**config.mk**
```make
export PLATFORM = sky130hd
export DESIGN_NAME = iob_rr_arbiter
export DESIGN_NICKNAME = d
export VERILOG_FILES = /design/src/rtl/iob_rr_arbiter.sv
export SDC_FILE = /design/constraint.sdc
export NUM_CORES = 1
export LEC_CHECK = 0
export ABC_AREA = 1
export CAP_MARGIN = 10
export CORE_AREA = 3 3 120 122
export CTS_CLUSTER_DIAMETER = 60
export DETAILED_ROUTE_END_ITERATION = 8
export DIE_AREA = 0 0 123 125
export DONT_BUFFER_PORTS = 1
export PLACE_DENSITY_LB_ADDON = 0.12
export SETUP_SLACK_MARGIN = 0.3
export SYNTH_ARGS = -nofsm -noshare
export SYNTH_HDL_FRONTEND = slang
export SYNTH_SLANG_ARGS = --single-unit
```
**constraint.sdc**
```tcl
create_clock -name clk_i -period 1.8 [get_ports clk_i]
set_input_delay 0.36 -clock clk_i [delete_from_list [all_inputs] [get_ports clk_i]]
set_output_delay 0.36 -clock clk_i [all_outputs]
set_load 0.01 [all_outputs]
```
**src/rtl/iob_rr_arbiter.sv**
```systemverilog
// ----------------------------------------------------------------------------
// iob_rr_arbiter
//   Two-requester round-robin arbiter for a shared IOb port (toward an
//   AXI-Lite bridge). One transaction is in flight at a time. A tie is
//   resolved in favour of the requester that was not served last.
//
//   Optional feature: define IOB_RR_ARB_TIMEOUT_EN to add a read-response
//   timeout of TIMEOUT cycles. When it expires, the owner gets an rvalid
//   with zero data and err_o pulses.
//
// Ports
//   clk_i, cke_i, arst_i        clock, clock enable, async active-high reset
//   m0_iob_* / m1_iob_*         requester IOb request in, ready/rvalid/rdata out
//   s_iob_*                     shared IOb request out, ready/rvalid/rdata in
//   grant_o                     one-hot current owner (00 when idle)
//   busy_o                      a transaction is being issued or awaited
//   err_o                       one-cycle timeout pulse (tied 0 without timeout)
// ----------------------------------------------------------------------------
module iob_rr_arbiter #(
  parameter int ADDR_W  = 32,
  parameter int DATA_W  = 32,
  parameter int TIMEOUT = 255
) (
  input  logic                clk_i,
  input  logic                cke_i,
  input  logic                arst_i,

  input  logic                m0_iob_avalid_i,
  input  logic [ADDR_W-1:0]   m0_iob_addr_i,
  input  logic [DATA_W-1:0]   m0_iob_wdata_i,
  input  logic [DATA_W/8-1:0] m0_iob_wstrb_i,
  output logic                m0_iob_ready_o,
  output logic                m0_iob_rvalid_o,
  output logic [DATA_W-1:0]   m0_iob_rdata_o,

  input  logic                m1_iob_avalid_i,
  input  logic [ADDR_W-1:0]   m1_iob_addr_i,
  input  logic [DATA_W-1:0]   m1_iob_wdata_i,
  input  logic [DATA_W/8-1:0] m1_iob_wstrb_i,
  output logic                m1_iob_ready_o,
  output logic                m1_iob_rvalid_o,
  output logic [DATA_W-1:0]   m1_iob_rdata_o,

  output logic                s_iob_avalid_o,
  output logic [ADDR_W-1:0]   s_iob_addr_o,
  output logic [DATA_W-1:0]   s_iob_wdata_o,
  output logic [DATA_W/8-1:0] s_iob_wstrb_o,
  input  logic                s_iob_ready_i,
  input  logic                s_iob_rvalid_i,
  input  logic [DATA_W-1:0]   s_iob_rdata_i,

  output logic [1:0]          grant_o,
  output logic                busy_o,
  output logic                err_o
);

  typedef enum logic [1:0] {
    IDLE   = 2'd0,
    ISSUE  = 2'd1,
    WAIT_R = 2'd2
  } state_t;

  state_t state_q, state_d;
  logic   owner_q, owner_d;   // 0: requester 0, 1: requester 1
  logic   last_q,  last_d;    // requester that completed most recently

  // Owner's request, selected by the registered owner index
  logic                o_avalid;
  logic [ADDR_W-1:0]   o_addr;
  logic [DATA_W-1:0]   o_wdata;
  logic [DATA_W/8-1:0] o_wstrb;

  assign o_avalid = owner_q ? m1_iob_avalid_i : m0_iob_avalid_i;
  assign o_addr   = owner_q ? m1_iob_addr_i   : m0_iob_addr_i;
  assign o_wdata  = owner_q ? m1_iob_wdata_i  : m0_iob_wdata_i;
  assign o_wstrb  = owner_q ? m1_iob_wstrb_i  : m0_iob_wstrb_i;

  logic in_issue, in_wait, o_write, hs, resp, timeout_hit;

  assign in_issue = (state_q == ISSUE);
  assign in_wait  = (state_q == WAIT_R);
  assign o_write  = (o_wstrb != '0);
  // Request accepted by the shared port this cycle
  assign hs       = in_issue & o_avalid & s_iob_ready_i;
  // Read response delivered this cycle (same-cycle rvalid, late rvalid, or timeout)
  assign resp     = (hs & ~o_write & s_iob_rvalid_i) |
                    (in_wait & (s_iob_rvalid_i | timeout_hit));

`ifdef IOB_RR_ARB_TIMEOUT_EN
  localparam int CNT_W = (TIMEOUT > 1) ? $clog2(TIMEOUT + 1) : 1;
  localparam logic [CNT_W-1:0] CNT_LAST = CNT_W'(TIMEOUT - 1);

  logic [CNT_W-1:0] cnt_q;

  // Counts WAIT_R cycles; cleared in every other state so it starts at 0
  // on the first WAIT_R cycle.
  always_ff @(posedge clk_i or posedge arst_i) begin
    if (arst_i) begin
      cnt_q <= '0;
    end else if (cke_i) begin
      if (in_wait) cnt_q <= cnt_q + 1'b1;
      else         cnt_q <= '0;
    end
  end

  // Fires on the TIMEOUT-th WAIT_R cycle unless a real response arrives
  assign timeout_hit = in_wait & (cnt_q == CNT_LAST) & ~s_iob_rvalid_i;
  assign err_o       = cke_i & timeout_hit;
`else
  // No counter in this build; the expression keeps TIMEOUT referenced and is always 0
  assign timeout_hit = (TIMEOUT < 0);
  assign err_o       = 1'b0;
`endif

  always_comb begin
    state_d = state_q;
    owner_d = owner_q;
    last_d  = last_q;
    case (state_q)
      IDLE: begin
        if (m0_iob_avalid_i | m1_iob_avalid_i) begin
          state_d = ISSUE;
          // Tie goes to the one not served last; otherwise the sole requester
          owner_d = (m0_iob_avalid_i & m1_iob_avalid_i) ? ~last_q : m1_iob_avalid_i;
        end
      end
      ISSUE: begin
        if (!o_avalid) begin
          state_d = IDLE;               // abandoned: last-served untouched
        end else if (s_iob_ready_i) begin
          if (o_write || s_iob_rvalid_i) begin
            state_d = IDLE;
            last_d  = owner_q;
          end else begin
            state_d = WAIT_R;
          end
        end
      end
      WAIT_R: begin
        if (s_iob_rvalid_i || timeout_hit) begin
          state_d = IDLE;
          last_d  = owner_q;
        end
      end
      default: state_d = IDLE;
    endcase
  end

  always_ff @(posedge clk_i or posedge arst_i) begin
    if (arst_i) begin
      state_q <= IDLE;
      owner_q <= 1'b0;
      last_q  <= 1'b1;
    end else if (cke_i) begin
      state_q <= state_d;
      owner_q <= owner_d;
      last_q  <= last_d;
    end
  end

  // Handshake outputs are qualified by cke_i so a completion is only
  // reported in a cycle where the FSM actually advances past it.
  assign m0_iob_ready_o  = cke_i & hs & ~owner_q;
  assign m1_iob_ready_o  = cke_i & hs &  owner_q;
  assign m0_iob_rvalid_o = cke_i & resp & ~owner_q;
  assign m1_iob_rvalid_o = cke_i & resp &  owner_q;

  // Read data is broadcast; a timeout substitutes zero on the owner's copy
  assign m0_iob_rdata_o = (arst_i | (timeout_hit & ~owner_q)) ? '0 : s_iob_rdata_i;
  assign m1_iob_rdata_o = (arst_i | (timeout_hit &  owner_q)) ? '0 : s_iob_rdata_i;

  assign s_iob_avalid_o = in_issue & o_avalid;
  assign s_iob_wstrb_o  = in_issue ? o_wstrb : '0;
  assign s_iob_addr_o   = arst_i ? '0 : o_addr;
  assign s_iob_wdata_o  = arst_i ? '0 : o_wdata;

  assign busy_o  = (state_q != IDLE);
  assign grant_o = (state_q == IDLE) ? 2'b00 : (owner_q ? 2'b10 : 2'b01);

endmodule

```
Yosys cells after proc, flatten, opt, wreduce, memory -nomap -nowiden

Index checks and enable logic that the tools add are counted.

Reductions and logical operators: 8
Bitwise operators: 17
Multiplexer cells: 22
Equal/unequal tests: 8

Operator list:

| cell               | number |
|---|---|
| $mux 32            | 5 |
| $mux 2             | 7 |
| $and 1x1->1        | 12 |
| $mux 4             | 2 |
| $ne 2x2->1 const B | 4 |
| $mux 1             | 6 |
| $pmux 2 s3         | 1 |
| $reduce_and 6->1   | 1 |
| $reduce_and 4->1   | 1 |
| $reduce_bool 2->1  | 2 |
| $reduce_bool 4->1  | 1 |
| $ne 3x3->1 const B | 1 |
| $not 1->1          | 3 |
| $reduce_and 3->1   | 1 |
| $eq 2x1->1 const B | 1 |
| $eq 2x2->1 const B | 1 |
| $logic_not 2->1    | 1 |
| $ne 2x1->1 const B | 1 |
| $or 1x1->1         | 2 |
| $pmux 1 s2         | 1 |
| $logic_or 1x1->1   | 1 |

Register bits after elaboration: 4
Input port bits: 175

Depth between registers and ports, before layout

Gate-level depths: netlist of run 1.

Word-level depth: 8
Depth in mapped cells: 12
Mapped depth without buffers: 10

Worst setup path before layout of run 1

Ideal clock, no wire load.

Path kind: input to output
From: input arst_i
To: output s_iob_wdata_o[16]
Path buffers: 3
Path slack: 107 ps
Stages: 6
Arrival: 1333 ps
Path through: clkbuf_1 -> inv_1 -> buf_2 -> clkbuf_1 -> o21ai_0 -> nor2_1

Word-level cells in the longest chain between the ends: 1

Ends and longest elaborated chain:

| element            | line | RTL |
|---|---|---|
| start: declaration | 26   | `input logic arst_i,` |
| $mux 32            | 175  | `assign s_iob_wdata_o = arst_i ? '0 : o_wdata;` |
| end: declaration   | 46   | `output logic [DATA_W-1:0] s_iob_wdata_o,` |

Every way passes these cells.

Final worst setup path of run 1

From: register owner_q
To: output m0_iob_rvalid_o

Word-level cells in the longest chain between the ends: 8

Ends and longest elaborated chain:

| element                                                 | line   | RTL |
|---|---|---|
| start: declaration                                      | 64     | `logic owner_q, owner_d;` |
| start signal: assignment                                | 156    | `owner_q <= owner_d;` |
| $mux 1 / $mux 4 (equally long branches)                 | 73, 76 |  |
| $and 1x1->1 / $reduce_bool 4->1 (equally long branches) | 84, 82 |  |
| $and 1x1->1 / $not 1->1 (equally long branches)         | 84, 86 |  |
| $and 1x1->1 (2 in series)                               | 86     | `assign resp = (hs & ~o_write & s_iob_rvalid_i) \|` |
| $or 1x1->1                                              | 86     |  |
| $and 1x1->1                                             | 165    | `assign m0_iob_rvalid_o = cke_i & resp & ~owner_q;` |
| $and 1x1->1 *                                           | 165    |  |
| end: declaration                                        | 33     | `output logic m0_iob_rvalid_o,` |

Mark *: on every way between the ends. The rest lies on a longest branch, timed or not.

==> results of run 1 <==
final timing paths:
path | startpoint | to | slack, ns | depth (start not counted)
max in group asynchronous | arst_i | last_q | 1.41 | 2
setup / recovery | owner_q | m0_iob_rvalid_o | -0.07 | 9
hold reg to reg | last_q | last_q | 0.47 | 2
min in group clk_i | cke_i | state_q[0] | 0.34 | 2
setup reg to reg | owner_q | last_q | 0.48 | 10
hold / removal | arst_i | owner_q | 0.08 | 2
routing by layer:
layer  routed length (µm)  up-vias
li1                     -     1095
met1                 3213     1037
met2                 5480      193
met3                  967       16
met4                  169        0
met5                    0        -
registers in the layout, indices dropped and copies added (netlist names):
| name | cells |
|---|---|
| last_q | 1 |
| owner_q | 1 |
| state_q | 2 |
power groups by stage:
stage	clock (W)	combinational, W	sequential [W]
detailed placement	0	0.00131	0.000145
floorplan	0	0.00113	0.000134
CTS	0.000367	0.00170	0.000147
finish	0.000358	0.00222	0.000151
global placement	0	0.00132	0.000143
global route	0.000374	0.00242	0.000156
critical path: cells and delay by family, from the launching register on:
kind	cells	cell delay, ns
simple gates	8	0.68
flops	1	0.44
buf+inv	1	0.16
logic make-up after synthesis:
kind of cell           after synthesis  synth area share (%)
AND/OR/NAND/NOR                    203                 43.15
AO/OA/AOI/OAI                       77                 22.02
buffers and inverters              102                 29.04
flip-flops                           4                 5.575
other                                1                0.2063
synth_stat cells:
| cell | count |
|---|---|
| a21oi_1 | 6 |
| a31o_2 | 1 |
| and2_1 | 1 |
| buf_2 | 5 |
| buf_4 | 33 |
| buf_6 | 2 |
| clkbuf_1 | 20 |
| conb_1 | 1 |
| dfrtp_1 | 3 |
| dfstp_2 | 1 |
| inv_1 | 41 |
| inv_2 | 1 |
| nand2_1 | 22 |
| nand2_2 | 3 |
| nand3_1 | 3 |
| nor2_1 | 173 |
| nor3b_2 | 1 |
| o21ai_0 | 68 |
| o21ai_1 | 1 |
| o21ai_4 | 1 |
per-stage QoR:
step | hold WS [ns] | instances | setup TNS, ns | util (%) | setup slack, ns
2_1_floorplan | 0.4420 | 387 | 0 | - | 0.1651
3_3_place_gp | 0.2999 | 514 | 0 | 13.89 | 0.03570
3_5_place_dp | 0.3006 | 514 | -0.004613 | 13.89 | -0.004613
4_1_cts | 0.07994 | 526 | -0.6257 | 16.26 | -0.1296
5_1_grt | 0.1089 | 535 | -2.011 | 19.75 | -0.1731
6_report | 0.08322 | 535 | -0.2624 | 19.75 | -0.07397
layout make-up:
class / instances / area, µm²
Multi-Input combinational cell: 281 / 1645
Sequential cell: 4 / 102.6
Tap cell: 176 / 220.2
Timing Repair Buffer: 28 / 416.7
Inverter: 42 / 162.7
Fill cell: 1513 / 10670
Clock buffer: 4 / 78.83
timing repair:
| action | CTS | global route |
|---|---|---|
| endpoints found under the hold margin | 0 | 0 |
| cloned | 2 | 5 |
| gates resized for setup | 59 | 94 |
| setup endpoints to repair | 75 | 77 |
| pin swaps | 11 | 27 |
| buffers inserted | 6 | 4 |
==> impl_results.md, run 1 <==
- CTS tree: done
- Die W: 123 µm
- Buffer depth of the longest clock path: 2
- GRT Total Usage: 9.898%
- Cell taking the most area after synthesis: nor2_1
- Initial Utilization: 13.67%
- Syn Std Cell Area: between 0.0015 and 0.002 mm²
- Commonest non-fill, non-tap cell in the layout: nor2_1
- CTS Sinks: 4
- Final setup viols: 8
- Vias/cell: 4.376
- Endpoints failing hold: 0
- First-pass GRT wire length: 11,720 µm
- CP endpoint kind: output port
- Num CTS Buffers: 3
- Worst slew margin: 61.45%
- GR peak layer: met2
- Clk Latency, worst-skew pair: 0.22 ns
- H-tree levels: 1
- Total gr overflow: 0
- Setup Skew: 0.001801 ns
- Core ar.: roughly 0.013 mm²
- Crit path launch type: register
- Worst vdd ir: 339.6 µV
- Antenna violations before repair: 0
- GRT met1 Usage: 9.349%
- Cell Rows: 42
- Flop pwr share: under 10%
- Tcrit/Tclk final: 104.1%
- Pwr/cell area: ~1000 mW/mm²
- Worst Max-Slew Pin Slew: 0.5762 ns
- WL final: just under 10,000 µm
- Seq/Total Area, Yosys: between 5 and 6%
- Vias in the first global route: 2,058
- Critical Path RT: 1.44 ns
- IO buf count: 0
- DRC: 0
- Commonest non-fill, non-tap cells in the layout: nor2_1 (128), inv_1 (40), nor2_2 (31)
- Pre-Repair DR Iteration Count: 4
- Syn avg cell area: 4.698 µm²
- Yosys cell types: 20
- Dpl cell area: 0.001847 mm²
- Failing checks: negative setup slack
- GPL Wtd Cong: 0.6955
- CP peak stage delay: 0.44 ns
- Ratio of cells with drive above 1 in the final layout: 34.26%
- Flop and latch count out of synthesis: 4
- Pin count of the biggest net entering global routing: 69
- Post-route cell area: ~0.0026 mm²
- Mapped Nets: 562
- RSZ-0062 raised after global routing: true
- Combinational power share: 81.3%
- GR Util met3: 1.807%
- Grt met2 use: a little over a fifth
- Top cells by area, synth: nor2_1 (36%), o21ai_0 (19%), buf_4 (14%)
- Fmax: about 530 MHz
- Overall Power: 0.002727 W
- Die area: about 0.015 mm²
- I/O pins: approximately 320
- Detailed router's first-iteration violation count: 57
- Worst EP arrival: 1.51 ns
- Final setup margin: -0.07397 ns
- Via count: 2,341
- P_int: 0.001276 W
- Share of the synthesized area in the top cell type: 35.72%
- Die height: 125 µm
- Number of hold-repair buffers added at the cts stage: 0
- Slowest cell on the critical path: dfrtp_2
- Fin. max-slew vios: 0
- Crit-path cells: buf_8 -> nand2_4 -> nand2_4 -> nor2_4 -> and2_4 -> nand2_2 -> nand2_2 -> nand3_4 -> nor2_4
- Post-layout min period: 1.874 ns
- Leakage: 1.151 nW
- CTS Root Cell: clkbuf_16
- ANT nets after route: 0
- Crit Path Class: register to output port
- Final #Nets: 535
- Switching pwr: 0.001450 W
- Worst Path Max Fanout: 6
- Drt wl/cell: 18.37 µm
- Area Overhead vs Synth: 44.46%
- Ant diodes: 0
- Outcome: complete, but fails checks
- Max_cap viols: 0
- Clock share of power: between 10% and 20%
- Switch share: between 50% and 60%
- Yosys Warn Count: 0
- Hold Path Class: input pin to async pin
- Clock slew at the register clock pins of the worst setup and hold paths: 0.03 ns
- Synthesized instance count: roughly 390
- Post-DP HPWL: about 7000 µm
No activity file was read; power rests on OpenSTA's default activity.
==> run 2: changes to the inputs <==
--- a/config.mk
+++ b/config.mk
@@ -5,12 +5,11 @@
 export SDC_FILE = /design/constraint.sdc
 export NUM_CORES = 1
 export LEC_CHECK = 0
-export ABC_AREA = 1
 export CAP_MARGIN = 10
-export CORE_AREA = 3 3 120 122
-export CTS_CLUSTER_DIAMETER = 60
+export CORE_AREA = 3 3 121 123
+export CTS_CLUSTER_DIAMETER = 120
 export DETAILED_ROUTE_END_ITERATION = 8
-export DIE_AREA = 0 0 123 125
+export DIE_AREA = 0 0 124 126
 export DONT_BUFFER_PORTS = 1
 export PLACE_DENSITY_LB_ADDON = 0.12
 export SETUP_SLACK_MARGIN = 0.3
==> run 2 against run 1 <==
  * Sequential share of layout area grew 0.14 points
  * Routed wire length shrank 7.2%
  * Sequential power shrank 9%
  * The flow still finishes with violations (negative setup slack)
  * Register-to-register slack lost 0.16 ns
  * Worst hold slack gained 0.16 ns
  * Final cell count shrank 19%
==> impl_results.md, run 2 <==
- Outcome: complete, but fails checks
- Failing checks: negative setup slack
- Yosys Warn Count: 0
- Seq/Total Area, Yosys: 5.473%
- Post-synthesis simple-gate area fraction: 31.82%
- Num CTS Buffers: 3
- H-tree levels: 1
- Post-synthesis mux area share: 37.84%
- Hold Path Class: input pin to register
- Total gr overflow: 0
- Switch share: 43.16%
- Main combinational cell family by area after synthesis: multiplexers
- Crit Path Class: register to output port
- # fillers: 1,545
- Die height: roughly 130 µm
- Final setup viols: 30
- Leakage: 1.131 nW
- Final setup margin: -0.1388 ns
- Cell Rows: 43
- Worst vdd ir: 525.6 µV
- Worst Path Max Fanout: 7
- GRT Total Usage: under 10%
- Initial Utilization: 13.44%
- Clock slew at the register clock pins of the worst setup and hold paths: about 0.03 ns
- Die area: 0.01562 mm²
- P_int: around 0.0014 W
- Crit path launch type: register
- Worst Reg2Reg Path Length in Cells: 7
- Commonest non-fill, non-tap cells in the layout: mux2i_1 (56), nor2_2 (50), nor2b_1 (32)
- Switching pwr: 0.001073 W
- Post-DP HPWL: 6659 µm
- Pin count of the biggest net entering global routing: 98
- First-pass GRT wire length: ~10,000 µm
- Adder-cell share of the synthesized area: 0%
- I/O pins: 316
- CTS Sinks: 4
- Antenna violations before repair: 0
- Synth async-reset ratio: 100.0%
- CP peak stage delay: ~0.50 ns
- Flop pwr share: 5.6%
- Detailed router's first-iteration violation count: 41
- Top cells by area, synth: mux2i_1 (38%), buf_4 (15%), nor2_1 (15%)
- Worst Max-Slew Pin Slew: 0.5405 ns
- Overall Power: 0.002486 W
- Largest registers: state_q: 2 flops, last_q: 1 flops, owner_q: 1 flops
- WL final: 9122 µm
- Critical Path RT: 1.44 ns
- Worst slew margin: a little under two thirds
- Clock share of power: 14.5%
- Core ar.: 0.01377 mm²
- Mapped Nets: 443
- Max reg flops: 2
- Synthesized instance count: 268
- Worst Hold Path EP: state_q[1]
- Cell mode on critical path: buf_4
- Yosys cell types: 28
- CTS Root Cell: clkbuf_16
- Pwr/cell area: around 960 mW/mm²
- Post-layout min period: between 1.5 and 2 ns
- Tcrit/Tclk final: 107.7%
- Synth Area in Compound Gates: 4.595%
- Largest reg by FF count: state_q
- Pre-Repair DR Iteration Count: 4
- GPL Wtd Cong: 0.7334
- Commonest non-fill, non-tap cell in the layout: mux2i_1
- Setup Slack @ Placement: ~0.05 ns
- Syn avg cell area: 6.910 µm²
- RSZ-0062 raised after global routing: true
- Fin. max-slew vios: 0
- Post-Synth XOR/XNOR Area: 0%
- Vias in the first global route: 1,782
- Most common cell in the netlist: nor2_1
- Top cells by count, synth: nor2_1 (72), mux2i_1 (70), buf_4 (38), nor2b_1 (33), clkbuf_1 (12)
- Worst R2R Start: owner_q
- Setup Skew: a little over 0.002 ns
- Vias/cell: 4.232
- Combinational power share: between 70% and 80%
- Ratio of cells with drive above 1 in the final layout: 47.45%
- Ant diodes: 0
- Post-route cell area: 0.002597 mm²
- Main synth FF type: dfrtp_1
- IO buf count: 0
- CP endpoint kind: output port
- Post-synth EDFFs: 0
- Slowest cell on the critical path: dfrtp_4
- Final #Nets: 431
- Worst EP arrival: approximately 1.6 ns
- ANT nets after route: 0
- DRC: 0
- Syn Std Cell Area: 0.001852 mm²
- Multi-input combinational cell area: 0.001682 mm²
- Buffer depth of the longest clock path: 2
- Via count: 1,841
- CTS tree: done
- Max_cap viols: 0
- Cell taking the most area after synthesis: mux2i_1
- Clk Latency, worst-skew pair: 0.23 ns
- Drt wl/cell: between 20 and 25 µm
- Register Area: 105.1 µm²
- Flop and latch count out of synthesis: 4
- FF-to-FF End: last_q
- Area Overhead vs Synth: 40.27%
- Min-delay src: s_iob_rvalid_i
- Crit-path cells: buf_4 -> buf_12 -> buf_16 -> mux2i_4 -> nor2_1 -> buf_4
- Die W: roughly 120 µm
- Endpoints failing hold: 0
- Min-Delay Path Depth: 1
- R2R Setup Slk: 0.32 ns
- Dpl cell area: ~0.0019 mm²
- Fmax: 515.8 MHz
- Hold Slack: 0.2386 ns
- Share of the synthesized area in the top cell type: approximately 38%
## run 2: cell types whose count changed after synthesis, moves of 5 or more
| cell | change |
|---|---|
| nor2_1 | -101 |
| mux2i_1 | +70 |
| o21ai_0 | -66 |
| inv_1 | -35 |
| nor2b_1 | +33 |
| nand2_1 | -16 |
| clkbuf_1 | -8 |
| a21oi_1 | -5 |
| buf_4 | +5 |
## run 2: logic make-up after synthesis
kind of cell / Yosys count
AOI/OAI and AO/OA: 11
buffers and inverters: 60
DFF: 4
muxes: 70
other: 1
and+or+nand+nor: 122
## run 2: per-layer routing
metal,track usage (%),vias to the layer above,wire length (µm),part of all wire [%]
li1,-,826,-,-
met1,8.386,834,3209,35
met2,17.82,177,4961,54
met3,3.098,4,929,10
met4,0.6443,0,21,0.23
met5,0,-,0,0
## run 2: final cells by class
class	count	share of cell area (%)
timing repair buffer	37	18.64
multi-input combinational	204	64.74
inverter	6	0.8671
tap	180	8.671
sequential	4	4.046
clock buffer	4	3.035
## run 2: power groups by stage
stage          clock network [W]  registers [W]  logic [W]
6_report                0.000361       0.000138    0.00199
5_1_grt                 0.000382       0.000142    0.00213
4_1_cts                 0.000369       0.000141    0.00146
3_5_place_dp                   0       0.000144    0.00124
3_3_place_gp                   0       0.000146    0.00124
2_1_floorplan                  0       0.000118    0.00112
## run 2: worst max path at each step
stage / cells past startpoint / endpoint / startpoint / slack (ns)
after floorplan: 4 / m0_iob_rvalid_o / m1_iob_wstrb_i[2] / 0.15
after global placement: 4 / m1_iob_rvalid_o / m1_iob_wstrb_i[2] / 0.09
after detailed placement: 4 / m1_iob_rvalid_o / m0_iob_wstrb_i[2] / 0.05
after CTS: 3 / m1_iob_rvalid_o / owner_q / -0.15
after global routing: 3 / m1_iob_rvalid_o / owner_q / -0.18
final: 6 / s_iob_wdata_o[13] / owner_q / -0.14
## run 2: metrics by stage
stage               utilization (%)  cells  TNS [ns]
floorplan                         -    268         0
global placement              13.91    412         0
detailed placement            13.91    412         0
CTS                           15.92    421   -0.4370
global route                  18.86    435    -3.352
finish                        18.86    435    -1.231
## run 2: worst max-delay path: cells and delay by family, from the launching register on
family                 cells  cell delay [ns]
multiplexers               1             0.18
flip-flops                 1             0.50
AND/OR/NAND/NOR            1             0.09
buffers and inverters      4             0.58
## run 2: what timing repair did
item / 4_1_cts / 5_1_grt
setup buffers: 3 / 6
hold endpoints to repair: 3 / 0
pin swaps: 15 / 29
gates resized for setup: 44 / 50
setup endpoints to repair: 77 / 78
hold buffers: 1 / 0
cloned: 1 / 8
